### src/rtl/booth_r4_mult_seq.sv
// -----------------------------------------------------------------------------
// booth_r4_mult_seq
//
// Sequential radix-4 Booth multiplier for WIDTH x WIDTH operands. One Booth
// group is retired per clock through a single shared adder. The operation is
// started with a start/busy/done handshake. The product is 2*WIDTH bits wide.
//
// Latency: the edge that accepts i_start is E0. o_result and o_done update at
// edge E0+GROUPS, where GROUPS = WIDTH/2+1. o_busy is high from E0 up to, but
// not including, E0+GROUPS. o_done is high for exactly one cycle.
//
// Optional build macro BOOTH_UNSIGNED_MODE_EN:
//   When it is defined, the input i_tc is added. It is captured together with
//   the operands. i_tc=1 selects signed mode. i_tc=0 selects unsigned mode.
//   When it is undefined, there is no i_tc port and the block is always signed.
//
// Parameters:
//   WIDTH      operand width in bits. It must be even and >= 4.
//
// Ports:
//   i_clk      clock; all state updates happen on the rising edge
//   i_rst      synchronous reset, active high; it aborts any operation
//   i_start    request to begin a multiply; sampled only in IDLE
//   i_a_in     multiplicand [WIDTH-1:0], captured on the accepting edge
//   i_b_in     multiplier   [WIDTH-1:0], captured on the accepting edge
//   i_tc       (BOOTH_UNSIGNED_MODE_EN only) 1 = signed, 0 = unsigned
//   o_result   registered product [2*WIDTH-1:0]; holds until the next completion
//   o_busy     high while a multiply is in progress
//   o_done     one-cycle pulse when o_result is updated
// -----------------------------------------------------------------------------
module booth_r4_mult_seq #(
    parameter int WIDTH = 8
) (
    input  logic               i_clk,
    input  logic               i_rst,
    input  logic               i_start,
    input  logic [WIDTH-1:0]   i_a_in,
    input  logic [WIDTH-1:0]   i_b_in,
`ifdef BOOTH_UNSIGNED_MODE_EN
    input  logic               i_tc,
`endif
    output logic [2*WIDTH-1:0] o_result,
    output logic               o_busy,
    output logic               o_done
);

    localparam int GROUPS = WIDTH / 2 + 1;
    localparam int ACC_W  = 2 * WIDTH + 2;
    // The extended multiplier has WIDTH+2 bits plus the implicit 0 below the LSB.
    localparam int MUL_W  = WIDTH + 3;
    localparam int CNT_W  = $clog2(GROUPS);

    typedef enum logic [0:0] {
        ST_IDLE = 1'b0,
        ST_CALC = 1'b1
    } state_t;

    state_t              r_state;
    logic [ACC_W-1:0]    r_acc;
    logic [ACC_W-1:0]    r_mcand;    // extended multiplicand, pre-shifted by 2*count
    logic [MUL_W-1:0]    r_mplier;   // extended multiplier, current group in [2:0]
    logic [CNT_W-1:0]    r_count;
    logic [2*WIDTH-1:0]  r_result;
    logic                r_busy;
    logic                r_done;

    state_t              w_state_nxt;
    logic [ACC_W-1:0]    w_acc_nxt;
    logic [ACC_W-1:0]    w_mcand_nxt;
    logic [MUL_W-1:0]    w_mplier_nxt;
    logic [CNT_W-1:0]    w_count_nxt;
    logic [2*WIDTH-1:0]  w_result_nxt;
    logic                w_busy_nxt;
    logic                w_done_nxt;

    logic                w_signed;
    logic [ACC_W-1:0]    w_a_ext;
    logic [MUL_W-1:0]    w_b_ext;
    logic [ACC_W-1:0]    w_mag;
    logic                w_neg;
    logic [ACC_W-1:0]    w_addend;
    logic [ACC_W-1:0]    w_sum;

`ifdef BOOTH_UNSIGNED_MODE_EN
    assign w_signed = i_tc;
`else
    assign w_signed = 1'b1;
`endif

    // Operand extension: sign-extend or zero-extend. The multiplicand is
    // extended straight to the accumulator width, so shifting it never loses
    // sign bits. In unsigned mode the zero top bits of the multiplier make the
    // extra group supply the final correction term.
    assign w_a_ext = {{(ACC_W - WIDTH){w_signed & i_a_in[WIDTH-1]}}, i_a_in};
    assign w_b_ext = {{2{w_signed & i_b_in[WIDTH-1]}}, i_b_in, 1'b0};

    // Booth radix-4 recoding of the current group into a magnitude and a negate flag.
    always_comb begin
        w_mag = {ACC_W{1'b0}};
        w_neg = 1'b0;
        case (r_mplier[2:0])
            3'b000, 3'b111: begin
                w_mag = {ACC_W{1'b0}};
                w_neg = 1'b0;
            end
            3'b001, 3'b010: begin
                w_mag = r_mcand;
                w_neg = 1'b0;
            end
            3'b011: begin
                w_mag = r_mcand << 1;
                w_neg = 1'b0;
            end
            3'b100: begin
                w_mag = r_mcand << 1;
                w_neg = 1'b1;
            end
            3'b101, 3'b110: begin
                w_mag = r_mcand;
                w_neg = 1'b1;
            end
            default: begin
                w_mag = {ACC_W{1'b0}};
                w_neg = 1'b0;
            end
        endcase
    end

    // Single shared adder. A negative partial product is added as its
    // inversion plus a carry-in of 1.
    assign w_addend = w_neg ? ~w_mag : w_mag;
    assign w_sum    = r_acc + w_addend + {{(ACC_W-1){1'b0}}, w_neg};

    // Next-state and next-output logic of the IDLE/CALC controller.
    always_comb begin
        w_state_nxt  = r_state;
        w_acc_nxt    = r_acc;
        w_mcand_nxt  = r_mcand;
        w_mplier_nxt = r_mplier;
        w_count_nxt  = r_count;
        w_result_nxt = r_result;
        w_busy_nxt   = r_busy;
        w_done_nxt   = 1'b0;
        case (r_state)
            ST_IDLE: begin
                if (i_start) begin
                    w_acc_nxt    = {ACC_W{1'b0}};
                    w_mcand_nxt  = w_a_ext;
                    w_mplier_nxt = w_b_ext;
                    w_count_nxt  = {CNT_W{1'b0}};
                    w_busy_nxt   = 1'b1;
                    w_state_nxt  = ST_CALC;
                end else begin
                    w_state_nxt  = ST_IDLE;
                end
            end
            ST_CALC: begin
                // The operands are shifted, not indexed, so each group is
                // always found in the same place.
                w_acc_nxt    = w_sum;
                w_mcand_nxt  = r_mcand << 2;
                w_mplier_nxt = r_mplier >> 2;
                if (r_count == CNT_W'(GROUPS - 1)) begin
                    w_result_nxt = w_sum[2*WIDTH-1:0];
                    w_done_nxt   = 1'b1;
                    w_busy_nxt   = 1'b0;
                    w_count_nxt  = {CNT_W{1'b0}};
                    w_state_nxt  = ST_IDLE;
                end else begin
                    w_count_nxt  = r_count + CNT_W'(1);
                    w_state_nxt  = ST_CALC;
                end
            end
            default: begin
                w_busy_nxt  = 1'b0;
                w_state_nxt = ST_IDLE;
            end
        endcase
    end

    // State and datapath registers. The synchronous reset has priority over everything.
    always_ff @(posedge i_clk) begin
        if (i_rst) begin
            r_state  <= ST_IDLE;
            r_acc    <= {ACC_W{1'b0}};
            r_mcand  <= {ACC_W{1'b0}};
            r_mplier <= {MUL_W{1'b0}};
            r_count  <= {CNT_W{1'b0}};
            r_result <= {(2*WIDTH){1'b0}};
            r_busy   <= 1'b0;
            r_done   <= 1'b0;
        end else begin
            r_state  <= w_state_nxt;
            r_acc    <= w_acc_nxt;
            r_mcand  <= w_mcand_nxt;
            r_mplier <= w_mplier_nxt;
            r_count  <= w_count_nxt;
            r_result <= w_result_nxt;
            r_busy   <= w_busy_nxt;
            r_done   <= w_done_nxt;
        end
    end

    assign o_result = r_result;
    assign o_busy   = r_busy;
    assign o_done   = r_done;

endmodule

### config.mk
export PLATFORM = sky130hd
export DESIGN_NAME = booth_r4_mult_seq
export DESIGN_NICKNAME = d
export VERILOG_FILES = /design/src/rtl/booth_r4_mult_seq.sv
export SDC_FILE = /design/constraint.sdc
export NUM_CORES = 1
export LEC_CHECK = 0
export BUFFER_PORTS_ARGS = -buffer_cell sky130_fd_sc_hd__clkbuf_2
export CORE_ASPECT_RATIO = 1.75
export CORE_MARGIN = 2
export CORE_UTILIZATION = 25
export DETAILED_ROUTE_END_ITERATION = 8
export GPL_ROUTABILITY_DRIVEN = 0
export SYNTH_ARGS = -nofsm -noshare
export SYNTH_HDL_FRONTEND = slang
export SYNTH_SLANG_ARGS = --single-unit
### constraint.sdc
create_clock -name i_clk -period 3.3 [get_ports i_clk]
set_input_delay 0.66 -clock i_clk [delete_from_list [all_inputs] [get_ports i_clk]]
set_output_delay 0.66 -clock i_clk [all_outputs]
set_load 0.1 [all_outputs]
Yosys cells after proc, flatten, opt, wreduce, memory -nomap -nowiden
Index checks and enable logic that the tools add are counted.
Storage, ports and cells
  output and inout port bits: 18
  word-level logic and storage cells: 51
  input port bits: 19
  register bits: 69
Cells by class
  bitwise gates (word level): 2
  multiplexer cells: 19
  eq/ne operators: 10
  add/sub/neg operators: 3
  reductions and logical operators: 9
Operator list (count)
  $pmux W18 S2: 2
  $mux W18: 3
  $pmux W18 S3: 1
  $pmux W11 S2: 1
  $add A18 B1 Y18: 1
  $add A18 B18 Y18: 1
  $not A18 Y18: 1
  $eq A3 B3 Y1 const B: 5
  $mux W11: 1
  $eq A3 B2 Y1 const B: 2
  $mux W3: 2
  $pmux W1 S2: 3
  $pmux W3 S2: 1
  $reduce_or A2 Y1: 3
  $mux W1: 5
  $reduce_or A5 Y1: 1
  $reduce_and A2 Y1: 2
  $reduce_or A4 Y1: 1
  $add A3 B1 Y3 const B: 1
  $eq A3 B1 Y1 const B: 1
  $logic_not A3 Y1: 1
  $reduce_or A3 Y1: 1
  $ne A2 B1 Y1 const B: 1
  $ne A2 B2 Y1 const B: 1
  $not A1 Y1: 1

Depth between registers and ports, before layout
  word-level depth: 8
  mapped depth: 13
  gate-level depth less buffers: 10

Least setup slack after synthesis
Ideal clock, no wire load.
  path kind: reg-to-reg
  from: register r_mplier[2]
  to: register r_result[11] (netlist: o_result[11])
  data required time: 3181 ps
  clock period less this slack: 3014 ps
  path buffers: 2
  cell stages (with the launch flop): 13
  setup slack: 286 ps
  data arrival time: 2895 ps
  library setup time: 119 ps
  cells stage by stage: dfxtp_1 -> buf_2 -> buf_1 -> xor2_1 -> a22oi_1 -> o21ai_0 -> ha_1 -> a21oi_1 -> nor3_1 -> nor2_1 -> nand3_4 -> a211o_2 -> a32o_1
On the way
  word-level cells in the longest chain between the ends: 7
  elaborated cells between the ends (all ways): 19
  those cells by class: add/sub: 2; eq/ne: 7; mux: 3; bitwise: 1; reduce/logical: 6
RTL lines
  start, declared: RTL line 61  | logic [MUL_W-1:0] r_mplier;
  start signal, assigned: RTL line 187  | r_mplier <= {MUL_W{1'b0}};
  start signal, assigned: RTL line 196  | r_mplier <= w_mplier_nxt;
  $eq A3 B3 Y1 (tied with other cells): RTL line 101  | case (r_mplier[2:0])
  $reduce_or A4 Y1 (no line) / $reduce_or A2 Y1 (equally long branches)
  $pmux W18 S3: RTL line 101
  $not A18 Y18: RTL line 131  | assign w_addend = w_neg ? ~w_mag : w_mag;
  $mux W18: RTL line 131
  $add A18 B18 Y18: RTL line 132  | assign w_sum = r_acc + w_addend + {{(ACC_W-1){1'b0}}, w_neg};
  $add A18 B1 Y18 *: RTL line 132
  end signal, assigned: RTL line 189  | r_result <= {(2*WIDTH){1'b0}};
  end signal, assigned: RTL line 198  | r_result <= w_result_nxt;
  end, declared: RTL line 63  | logic [2*WIDTH-1:0] r_result;
Mark *: on every way between the ends. The rest lies on a longest branch, timed or not.
A chain may end at the register's enable or synchronous reset.

Worst setup path in the final report
  from: register r_mplier[1]
  to: register r_result[15] (netlist: o_result[15])
The elaborated chain is that of the path after synthesis.

==> flow_metrics.py <==
metrics = {
    "yosys": {
        "synth-compound-area-share_pct": 25.48,
        "synth.area.mux_share_pct": 4.821,
        "syn_area_mm2": 0.003737,
        "async_flop_share_pct": 0,
        "synth.avg_cell_area_um2": 8.160,
        "yosys.area_share.simple_pct": 19.69,
        "ys.flop_type": "dfxtp_1",
        "synth_top_family_by_area": "compound AO/OA/AOI/OAI gates",
        "synthAdderAreaFrac_pct": 6.227,
        "ys_warn_count": 0,
        "synthXorXnorAreaFrac_pct": 5.859,
        "synth.area.top_cells": "dfxtp_1 (34%), a21oi_1 (7.4%), nor2_1 (6.1%)",
        "yosysTopAreaCell": "dfxtp_1",
        "synth_top_area_share_pct": 34.28,
        "synthesis.nets": 495,
        "synth_edf_count": 0,
        "synth-seq-cells": 64,
        "ys_seq_area_share_pct": 34.28,
        "ys_types": 58,
        "syn_inst": 458,
    },
    "clock_tree": {
        "cts_tree": "done",
        "clkLatencyLatePin_ns": 0.33,
        "clkTransAtPathRegs_ns": 0.06,
        "cts_setup_buffers": 0,
        "clock-sinks": 64,
        "numCtsBuffers": 9,
        "htree_num_levels": 3,
        "cts_root_buffer": "clkbuf_16",
        "clockBufferDepth": 2,
    },
    "die": {
        "initial_core_util_pct": 25.31,
        "dieHeight_um": 165.7,
        "die_w_um": 96.43,
        "ios": 37,
        "dieArea_mm2": 0.01598,
        "core_area_mm2": 0.01476,
        "rows": 59,
    },
    "final_layout": {
        "layout_commonest_cell": "dfxtp_1",
        "fin_nets": 525,
        "diodes": 0,
        "areaGrowthSynthToFinish_pct": 19.52,
        "final_cell_mix": "dfxtp_1 (63), nor2_1 (61), a21oi_1 (55), clkbuf_2 (36), nand2_1 (26)",
        "final_layout_size_suffix_gt1_share_pct": 15.42,
    },
    "sta": {
        "report.final.slew_viol_count": 0,
        "post-route-min-period_ns": 3.040,
        "max_freq_ghz": 0.3289,
        "finalHoldViolCount": 0,
        "fin_ws_ns": 0.2598,
        "finalSetupViolCount": 0,
        "rsz0062_at_grt": "false",
        "skew_ns": 0.006780,
        "setup_tns_ns": 0,
        "worst_pin_slew_ns": 0.5819,
        "relSlewSlack_pct": 61.20,
        "period_share_pct": 92.13,
    },
    "place": {
        "port_buffers": 36,
        "pre_cts_slack_ns": 0.1964,
        "dp_hpwl_mm": 7.556,
    },
    "global_routing": {
        "antenna_found_initial": 0,
        "grtUsageMet2_pct": 23.73,
        "grt_remaining_overflow": 0,
        "grt_pass1_vias": 3430,
        "grt_usage_pct": 13.31,
        "grt_max_degree": 51,
        "use_met1_pct": 14.72,
        "use_met3_pct": 2.722,
        "grt.busiest_layer": "met2",
        "grt_pass1_wl_mm": 16.93,
    },
    "drt": {
        "drt_iter0_drc": 131,
        "wl_per_cell_um": 14.88,
        "wl_mm": 10.06,
        "drc": 0,
        "vias_per_cell": 5.016,
        "dr.pass1.iters": 5,
        "ant_nets": 0,
        "vias": 3391,
    },
    "pwr": {
        "max-vdd-ir-drop_v": 0.0002309,
        "p_leak_nw": 1.894,
        "powerDensity_mw_per_mm2": 489.7,
    },
    "setup_path": {
        "cp_data_arrival_time_ns": 3.26,
        "ff2ff_setup_slack_ns": 0.26,
        "crit_path_max_fanout": 13,
        "cp-end-kind": "flip-flop",
        "critPathRequiredTime_ns": 3.52,
        "critPathLaunchType": "flip-flop",
        "crit_type": "flip-flop to flip-flop",
    },
    "worst_hold_path": {
        "worstHoldPathType": "flip-flop to flip-flop",
    },
    "flow_run": {
        "maxCapViolations": 0,
    },
    "status": {
        "status": "finished clean",
    },
}
## state kept, by name (all words and copies together), names as in the netlist
signal / flops
o_result: 16
r_acc: 16
r_mcand: 16
r_mplier: 10
r_count: 3
o_busy: 1
o_done: 1
r_state: 1
## metrics by stage
stage | hold WS [ns] | utilization, % | instances | power [mW] | instance area, um2
global placement | 0.4464 | 27.91 | 660 | 1.152 | 4120
global route | 0.4720 | 30.25 | 676 | 2.287 | 4467
floorplan | 0.4320 | - | 458 | 1.077 | 3737
finish | 0.4515 | 30.25 | 676 | 2.187 | 4467
detailed placement | 0.4463 | 27.91 | 660 | 1.160 | 4120
CTS | 0.4537 | 30.15 | 676 | 2.202 | 4452
## power breakdown
part	total (mW)	internal, mW	switching, mW
combinational	0.304	0.117	0.187
sequential	0.842	0.805	0.0374
clock	1.04	0.684	0.358
## critical path: stages (launching register included)
cell     delay, ns
dfxtp_1       0.50
xor2_2        0.15
buf_4         0.21
a22oi_1       0.15
o21ai_0       0.11
ha_1          0.40
a21oi_2       0.35
o21ai_1       0.17
or2_1         0.25
a41o_1        0.28
o21a_2        0.13
o211a_1       0.22
## per-layer routing
layer | share of wire (%) | routed length [um] | up-vias
li1 | - | - | 1726
met1 | 40 | 4005 | 1576
met2 | 54 | 5418 | 75
met3 | 3.8 | 381 | 14
met4 | 2.5 | 253 | 0
met5 | 0 | 0 | -
## what timing repair did
action	in CTS	in global routing
resized for setup	0	4
hold buffers	0	0
endpoints found under the setup margin	0	10
## cells in the mapped netlist (3+ instances only)
library cell	number
a221oi_1	3
o21ai_1	5
or3_1	7
nor2_1	61
a21oi_1	55
mux2i_1	18
nand2b_1	10
o21a_1	4
ha_1	17
nor3_1	14
a211oi_1	4
buf_2	4
nor3b_1	7
o211ai_1	3
dfxtp_1	64
nand2_1	26
a22oi_1	14
buf_1	6
xnor2_1	5
and3_1	3
nand3_1	8
o21ai_0	24
clkbuf_1	18
a21o_1	3
a32o_1	5
inv_1	6
a22o_1	6
a41o_1	3
xor2_1	20
## final timing paths
check	startpoint	to	depth (start not counted)
min reg2reg	o_result[1]	o_result[1]	2
max	r_mplier[1]	o_result[15]	11
max reg2reg	r_mplier[1]	o_result[15]	11
min	o_result[1]	o_result[1]	2
## logic make-up after synthesis
family | after synthesis
simple gates | 150
compound gates | 148
flops | 64
buf+inv | 35
xor+xnor | 25
mux | 18
fa+ha+maj | 18
## area by class of cell
class                           instances  area [um2]
Fill cell                            1548       10300
Multi-Input combinational cell        359        2335
Sequential cell                        64        1282
Timing Repair Buffer                   47       262.8
Clock buffer                           10       239.0
Tap cell                              183       229.0
Clock inverter                          6       92.59
Inverter                                7       26.28
No activity file was read; power rests on OpenSTA's default activity.
